`config.mk`:
```
export PLATFORM = sky130hd
export DESIGN_NAME = special_move_sequencer
export DESIGN_NICKNAME = d
export VERILOG_FILES = /design/src/rtl/special_move_pkg.sv /design/src/rtl/step_timer.sv /design/src/rtl/special_move_sequencer.sv
export SDC_FILE = /design/constraint.sdc
export NUM_CORES = 1
export LEC_CHECK = 0
export CORE_MARGIN = 1.5
export CORE_UTILIZATION = 43
export DETAILED_ROUTE_END_ITERATION = 12
export GPL_ROUTABILITY_DRIVEN = 0
export PLACE_DENSITY = 0.93
export SYNTH_ARGS = -nofsm -noshare
export SYNTH_HDL_FRONTEND = slang
export SYNTH_SLANG_ARGS = --single-unit
```
`constraint.sdc`:
```
create_clock -name clk -period 2.9 [get_ports clk]
set_input_delay 0.435 -clock clk [delete_from_list [all_inputs] [get_ports clk]]
set_output_delay 0.435 -clock clk [all_outputs]
set_load 0.02 [all_outputs]
```
`src/rtl/special_move_pkg.sv`:
```
// Shared types for the Mini SRC special-register move sequencer: FSM states,
// move kinds, the control-strobe bundle and the opcode decoder.
package special_move_pkg;

  localparam int unsigned OpcW = 5;

  localparam logic [OpcW-1:0] OpMfhiDef = 5'b11000;
  localparam logic [OpcW-1:0] OpMfloDef = 5'b11001;
  localparam logic [OpcW-1:0] OpMthiDef = 5'b11010;
  localparam logic [OpcW-1:0] OpMtloDef = 5'b11011;

  typedef enum logic [2:0] {
    StIdle, StT0, StT1, StT2, StDec, StExec, StDone, StErr
  } state_e;

  typedef enum logic [2:0] {
    MvHiToR, MvLoToR, MvRToHi, MvRToLo, MvIllegal
  } move_e;

  typedef struct packed {
    logic pc_out, mar_in, inc_pc, z_in;
    logic zlow_out, pc_in, read, mdr_in;
    logic mdr_out, ir_in;
    logic gra, rin, rout, hi_in, lo_in, hi_out, lo_out;
  } ctrl_t;

  function automatic move_e decode_move(input logic [OpcW-1:0] opc,
                                        input logic [OpcW-1:0] op_mfhi = OpMfhiDef,
                                        input logic [OpcW-1:0] op_mflo = OpMfloDef,
                                        input logic [OpcW-1:0] op_mthi = OpMthiDef,
                                        input logic [OpcW-1:0] op_mtlo = OpMtloDef);
    if (opc == op_mfhi) return MvHiToR;
    if (opc == op_mflo) return MvLoToR;
    if (opc == op_mthi) return MvRToHi;
    if (opc == op_mtlo) return MvRToLo;
    return MvIllegal;
  endfunction

endpackage

```
`src/rtl/step_timer.sv`:
```
// Per-state cycle counter; restarts on every state change and saturates at the
// memory-timeout limit so it never wraps while parked in IDLE or ERR.
module step_timer #(
  parameter int unsigned STEP_CYCLES = 2,
  parameter int unsigned MEM_TIMEOUT = 15
) (
  input  logic clk,
  input  logic clr,
  input  logic restart,
  output logic step_last,
  output logic in_step,
  output logic to_expired
);

  localparam int unsigned CntW = $clog2(MEM_TIMEOUT + 1);
  localparam logic [CntW-1:0] StepLast = CntW'(STEP_CYCLES - 1);
  localparam logic [CntW-1:0] ToLast   = CntW'(MEM_TIMEOUT - 1);

  logic [CntW-1:0] count_q, count_d;

  always_comb begin
    count_d = count_q;
    if (restart) begin
      count_d = '0;
    end else if (count_q != ToLast) begin
      count_d = count_q + CntW'(1);
    end
  end

  always_ff @(posedge clk) begin
    if (!clr) count_q <= '0;
    else      count_q <= count_d;
  end

  assign step_last  = (count_q == StepLast);
  assign in_step    = (count_q <= StepLast);
  assign to_expired = (count_q == ToLast);

endmodule

```
`src/rtl/special_move_sequencer.sv`:
```
// Hardwired Mini SRC sequencer: fetch (T0-T2), decode, then one of mfhi/mflo/mthi/mtlo.
// All outputs are registered from the current state, so they trail the state by one cycle.
module special_move_sequencer
  import special_move_pkg::*;
#(
  parameter int unsigned       DATA_W      = 32,
  parameter int unsigned       OPC_W       = 5,
  parameter logic [OPC_W-1:0]  OP_MFHI     = 5'b11000,
  parameter logic [OPC_W-1:0]  OP_MFLO     = 5'b11001,
  parameter logic [OPC_W-1:0]  OP_MTHI     = 5'b11010,
  parameter logic [OPC_W-1:0]  OP_MTLO     = 5'b11011,
  parameter int unsigned       STEP_CYCLES = 2,
  parameter int unsigned       MEM_TIMEOUT = 15
) (
  input  logic              clk,
  input  logic              clr,
  input  logic              start,
  input  logic [DATA_W-1:0] ir_data,
  input  logic              mem_ready,
  output logic PC_out, output logic MAR_in, output logic IncPC, output logic Z_in,
  output logic Zlow_out, output logic PC_in, output logic Read, output logic MDR_in,
  output logic MDR_out, output logic IR_in,
  output logic Gra, output logic Rin, output logic Rout,
  output logic HI_in, output logic LO_in, output logic HI_out, output logic LO_out,
  output logic busy,
  output logic done,
  output logic illegal,
  output logic timeout
);

  state_e           state_q, state_d;
  logic [OPC_W-1:0] op_q, op_d;
  logic             ready_seen_q, ready_seen_d;
  logic             illegal_q, illegal_d, timeout_q, timeout_d;
  ctrl_t            ctrl_q, ctrl_d;
  logic             busy_q, busy_d, done_q, done_d;
  logic             step_last, in_step, to_expired;
  logic [OPC_W-1:0] ir_opc;
  move_e            exec_move;
  logic             unused_ir;

  assign ir_opc    = ir_data[DATA_W-1 -: OPC_W];
  assign unused_ir = ^ir_data[DATA_W-OPC_W-1:0];
  assign exec_move = decode_move(op_q, OP_MFHI, OP_MFLO, OP_MTHI, OP_MTLO);

  step_timer #(
    .STEP_CYCLES(STEP_CYCLES),
    .MEM_TIMEOUT(MEM_TIMEOUT)
  ) u_step_timer (
    .clk       (clk),
    .clr       (clr),
    .restart   (state_d != state_q),
    .step_last (step_last),
    .in_step   (in_step),
    .to_expired(to_expired)
  );

  always_comb begin
    state_d      = state_q;
    op_d         = op_q;
    ready_seen_d = 1'b0;
    illegal_d    = illegal_q;
    timeout_d    = timeout_q;
    unique case (state_q)
      StIdle: if (start) state_d = StT0;
      StT0:   if (step_last) state_d = StT1;
      StT1: begin
        ready_seen_d = ready_seen_q | mem_ready;
        // A ready arriving on the final allowed cycle still wins over the timeout.
        if ((step_last || !in_step) && (ready_seen_q || mem_ready)) begin
          state_d = StT2;
        end else if (to_expired) begin
          state_d   = StErr;
          timeout_d = 1'b1;
        end
      end
      StT2:   if (step_last) state_d = StDec;
      StDec: begin
        op_d = ir_opc;
        if (decode_move(ir_opc, OP_MFHI, OP_MFLO, OP_MTHI, OP_MTLO) == MvIllegal) begin
          state_d   = StErr;
          illegal_d = 1'b1;
        end else begin
          state_d = StExec;
        end
      end
      StExec: if (step_last) state_d = StDone;
      StDone: state_d = StIdle;
      StErr:  state_d = StErr;
      default: state_d = StIdle;
    endcase
  end

  always_comb begin
    ctrl_d = '0;
    busy_d = 1'b0;
    done_d = 1'b0;
    unique case (state_q)
      StT0: begin
        ctrl_d.pc_out = 1'b1;
        ctrl_d.mar_in = 1'b1;
        ctrl_d.inc_pc = 1'b1;
        ctrl_d.z_in   = 1'b1;
        busy_d        = 1'b1;
      end
      StT1: begin
        ctrl_d.zlow_out = in_step;
        ctrl_d.pc_in    = in_step;
        ctrl_d.read     = 1'b1;
        ctrl_d.mdr_in   = 1'b1;
        busy_d          = 1'b1;
      end
      StT2: begin
        ctrl_d.mdr_out = 1'b1;
        ctrl_d.ir_in   = 1'b1;
        busy_d         = 1'b1;
      end
      StDec: busy_d = 1'b1;
      StExec: begin
        ctrl_d.gra = 1'b1;
        busy_d     = 1'b1;
        unique case (exec_move)
          MvHiToR: begin ctrl_d.rin  = 1'b1; ctrl_d.hi_out = 1'b1; end
          MvLoToR: begin ctrl_d.rin  = 1'b1; ctrl_d.lo_out = 1'b1; end
          MvRToHi: begin ctrl_d.rout = 1'b1; ctrl_d.hi_in  = 1'b1; end
          MvRToLo: begin ctrl_d.rout = 1'b1; ctrl_d.lo_in  = 1'b1; end
          default: ;
        endcase
      end
      StDone: begin
        busy_d = 1'b1;
        done_d = 1'b1;
      end
      default: ;
    endcase
  end

  always_ff @(posedge clk) begin
    if (!clr) begin
      state_q      <= StIdle;
      op_q         <= '0;
      ready_seen_q <= 1'b0;
      illegal_q    <= 1'b0;
      timeout_q    <= 1'b0;
      ctrl_q       <= '0;
      busy_q       <= 1'b0;
      done_q       <= 1'b0;
    end else begin
      state_q      <= state_d;
      op_q         <= op_d;
      ready_seen_q <= ready_seen_d;
      illegal_q    <= illegal_d;
      timeout_q    <= timeout_d;
      ctrl_q       <= ctrl_d;
      busy_q       <= busy_d;
      done_q       <= done_d;
    end
  end

  assign PC_out   = ctrl_q.pc_out;
  assign MAR_in   = ctrl_q.mar_in;
  assign IncPC    = ctrl_q.inc_pc;
  assign Z_in     = ctrl_q.z_in;
  assign Zlow_out = ctrl_q.zlow_out;
  assign PC_in    = ctrl_q.pc_in;
  assign Read     = ctrl_q.read;
  assign MDR_in   = ctrl_q.mdr_in;
  assign MDR_out  = ctrl_q.mdr_out;
  assign IR_in    = ctrl_q.ir_in;
  assign Gra      = ctrl_q.gra;
  assign Rin      = ctrl_q.rin;
  assign Rout     = ctrl_q.rout;
  assign HI_in    = ctrl_q.hi_in;
  assign LO_in    = ctrl_q.lo_in;
  assign HI_out   = ctrl_q.hi_out;
  assign LO_out   = ctrl_q.lo_out;
  assign busy     = busy_q;
  assign done     = done_q;
  assign illegal  = illegal_q;
  assign timeout  = timeout_q;

endmodule

```
# Word level (Yosys, flattened, before mapping)
# Index checks and enable logic that the tools add are counted.
# word_totals
ff_bits,33
in_bits,36
out_inout_bits,21
wordCells,127
# op_classes
n_addsub,1
order_cmp,1
n_eq_ne,23
mux,61
n_bitwise,3
n_reduce_logical,14
# ops
cell,n
$mux W3,23
$eq A5 B5 Y1 const B,8
$mux W1,32
$pmux W3 S8,1
$eq A3 B3 Y1 const B,5
$eq A3 B2 Y1 const B,4
$mux W7,1
$eq A3 B1 Y1 const B,2
$logic_not A3 Y1,2
$mux W2,3
$reduce_and A2 Y1,3
$reduce_or A2 Y1,3
$reduce_or A6 Y1,1
$add A4 B1 Y4 const B,1
$eq A4 B1 Y1 const B,1
$eq A4 B4 Y1 const B,1
$le A4 B1 Y1 const B,1
$mux W4,1
$ne A4 B4 Y1 const B,1
$ne A3 B3 Y1,1
$reduce_and A3 Y1,1
$logic_or A1 B1 Y1,2
$not A1 Y1,2
$logic_and A1 B1 Y1,1
other kinds (2),2

# Depth between registers and ports, before layout
# depth
depth_word,22
depth_mapped,6
ltp_nobuf,6

# Hierarchy
# Synthesis repeated with hierarchy kept, for this count alone.
# hier_totals
hier_cells,124
area_unflattened_um2,1228.7
# modules_own_cells
module,instances,cells_each,area_per_inst_um2,seq_area_each_um2
special_move_sequencer,1,95,958.4,480.5
step_timer,1,29,270.3,80.1

# Worst setup path before layout
# Ideal clock, no wire load.
# synth_timing
path_type,reg2reg
from,reg u_step_timer.count_q[0]
to,reg u_step_timer.count_q[3]
setup_ps,103
arrival_ps,1607
t_required_ps,2797
slack_ps,1190
path_stages_with_launch,7
path_buffers,0
synth_period_minus_slack_ps,1710
cell_sequence,dfxtp_1 inv_1 ha_1 nand3_1 nor3b_1 a2111o_1 a2111oi_2
# synth_via
elab_chain_len,8
word_cells_on_any_way,16
classes_between,add/sub (1); order compare (1); eq/ne (4); mux (6); reduce/logical (4)
# synth_lines
element,line,text
start: declaration,step_timer.sv:19,"logic [CntW-1:0] count_q, count_d;"
start signal: assignment,step_timer.sv:32,else count_q <= count_d;
$le A4 B1 Y1,step_timer.sv:36,assign in_step = (count_q <= StepLast);
$logic_not A1 Y1,special_move_sequencer.sv:70,if ((step_last || !in_step) && (ready_seen_q || mem_ready)) begin
$logic_or A1 B1 Y1,special_move_sequencer.sv:70,
$logic_and A1 B1 Y1,special_move_sequencer.sv:70,
$mux W3,special_move_sequencer.sv:70,
$pmux W3 S8,special_move_sequencer.sv:64,unique case (state_q)
$ne A3 B3 Y1,special_move_sequencer.sv:52,".restart (state_d != state_q),"
$reduce_or A2 Y1 (no source line),-,
# Parallel ways exist; a longest one is shown, timed or not.
# A chain may end at the register's enable or synchronous reset.

# Worst setup path in the final report
# Same ends and word-level chain as after synthesis.

==> impl_metrics.toml <==
[run_status]
status = "finished, final reports clean"

[setup_path]
required_ns = 3.13
critPathArrivalTime_ns = 2.25
start_kind = "register"
reg2reg_depth = 6
worstPathMaxFanout = 7
r2r_start = "u_step_timer.count_q[0]"
crit_start = "u_step_timer.count_q[0]"
worstSetupPathType = "register to register"
rrSetupSlack_ns = 0.88
cp-end-kind = "register"
crit_end = "u_step_timer.count_q[3]"
rr_endpoint = "u_step_timer.count_q[3]"

[floorplan]
fp.dieArea_sq_mm = 0.00313
fp.dieW_um = 55.9
initial_core_util_pct = 44.4
die_y_um = 55.9
coreArea_sq_mm = 0.00271
placementRows = 19
ioPinCount = 57

[power]
leakage_nw = 0.556
p_total_uw = 871
p_per_area_mw_per_mm2 = 574
ir_drop_uv = 314

[timing]
drv_slew = 0
fin_crit_sh_pct = 69.6
tns_ns = 0
setup_viol = 0
hold_ws_ns = 0.485
skew_ns = 0.00738
rsz0062_at_grt = "no"
max_freq_mhz = 495
hold_viol = 0
period_needed_ns = 2.02
slew_headroom_pct = 66.1
worstMarginPinSlew_ns = 0.507

[synthesis]
syn_area_per_cell_sq_um = 9.12
syn-num-nets = 172
async_flop_share_pct = 0
yosys.area.top_type = "dfxtp_1"
synth_area_leaders = "dfxtp_1 (47%), ha_1 (4.2%), a21oi_1 (3.7%), o21ai_0 (3.7%), buf_4 (3.7%)"
synth.distinct_cells = 39
syn-cell-area_sq_mm = 0.00120
synthFlopType = "dfxtp_1"
syn_inst = 132
seq_area_frac_synth_pct = 46.6
synth_top_area_share_pct = 46.6
ys_ff_latch = 28
ys_warn_count = 0
synth_edf_count = 0

[job]
maxCapViolCount = 0

[layout]
reg_top3 = "op_q x5, u_step_timer.count_q x4, state_q x3"
multi_input_area_sq_um = 552
largest_register_ffs = 5
nNetsFinal = 196
layout_common_cells = "clkdlybuf4s50_1 (29), dfxtp_1 (28), nor2_1 (10)"
syn_to_final_growth_pct = 26.0
drive_above_1_share_pct = 5.81
final_core_util_pct = 56.0
top_register = "op_q"
fillers = 239
final_common_cell = "clkdlybuf4s50_1"
num_antenna_cells = 0
seqCellArea_sq_um = 561

[clock_network]
numCtsBuffers = 3
post_cts_resized = 0
cts_tree = "built"
cts_root_buf = "clkbuf_4"
clock_latency_ns = 0.33
htree_levels = 1
clkTransAtPathRegs_ns = 0.14
clock_path_buffers = 2
cts_num_sinks = 28
ctsHoldBuffers = 0
cts_setup_buffers = 0

[hold_path]
worstHoldPathType = "register to register"
whs_path_depth = 1

[route]
wl_per_cell_um = 12.6
ant_nets = 0
drc = 0
firstDrtPassIters = 4
drt_iter0_drc = 34
vias = 1006
vias_per_cell = 5.41
wl_um = 2350

[global_route]
grt_pass1_wl_um = 4080
grt_pass1_vias = 972
track_usage_pct = 15.8
overflow = 0
grt_max_degree = 20
antenna_found_initial = 0

[place]
io_buffers = 29
post-dp-hpwl_um = 1770
[cells by family after synthesis]
logic type                 count (synthesis)  synth area share [%]
and+or+nand+nor                           51                  23.1
AOI/OAI and AO/OA                         32                  17.9
DFF                                       28                  46.6
buffers and inverters                     16                  7.59
adders and majority gates                  4                  4.16
xor gates and xnor gates                   1                 0.728
[per-layer routing]
| metal | GRT usage, % | wire (um) |
|---|---|---|
| met3 | 0.698 | 116 |
| met4 | 7.82 | 59 |
| met5 | 0 | 0 |
| met1 | 19.6 | 1010 |
| met2 | 27.9 | 1170 |
[synth_stat cells (3+ instances only)]
| library cell | instances |
|---|---|
| buf_4 | 6 |
| dfxtp_1 | 28 |
| nand2_1 | 9 |
| nor2_1 | 10 |
| nor3_1 | 7 |
| nand2b_1 | 3 |
| o21ai_0 | 9 |
| ha_1 | 4 |
| a21oi_1 | 9 |
| and2_1 | 4 |
| nand3_1 | 3 |
| nor2b_1 | 4 |
| inv_1 | 5 |
[report_power, final]
part	internal [mW]	switching (mW)	leakage, nW
combinational	0.0872	0.0909	0.301
sequential	0.406	0.0359	0.227
clock	0.140	0.111	0.0279
total	0.633	0.238	0.556
[critical path, cell delays in order, from the launching register on]
cell	delay [ns]
dfxtp_1	0.48
inv_1	0.12
ha_1	0.24
nand3_1	0.24
nor3b_1	0.12
a2111o_1	0.50
a2111oi_2	0.23
[worst min-delay path by stage]
stage / start / end / slack, ns
2_1_floorplan: op_q[2] / Rin / 0.43
3_3_place_gp: op_q[2] / Rin / 0.45
3_5_place_dp: timeout / timeout / 0.46
4_1_cts: op_q[0] / HI_out / 0.49
5_1_grt: op_q[0] / HI_out / 0.51
6_report: op_q[0] / HI_out / 0.49
[area by class of cell]
| type | count | share of cell area (%) |
|---|---|---|
| flip-flops and latches | 28 | 37.0 |
| multi-input cells | 88 | 36.4 |
| repair buffers | 29 | 19.1 |
| inverters | 6 | 1.49 |
| clock buffers | 3 | 1.49 |
| clock inverters | 1 | 1.98 |
| well taps | 31 | 2.56 |
[stage by stage]
stage / worst slack (ns) / instance area [sq um] / instances
6_report: 0.881 / 1520 / 186
5_1_grt: 0.756 / 1520 / 186
4_1_cts: 0.908 / 1520 / 186
3_5_place_dp: 0.796 / 1460 / 182
3_3_place_gp: 0.820 / 1460 / 182
2_1_floorplan: 1.19 / 1200 / 132
Note: power is estimated with default switching activity, not from simulation.
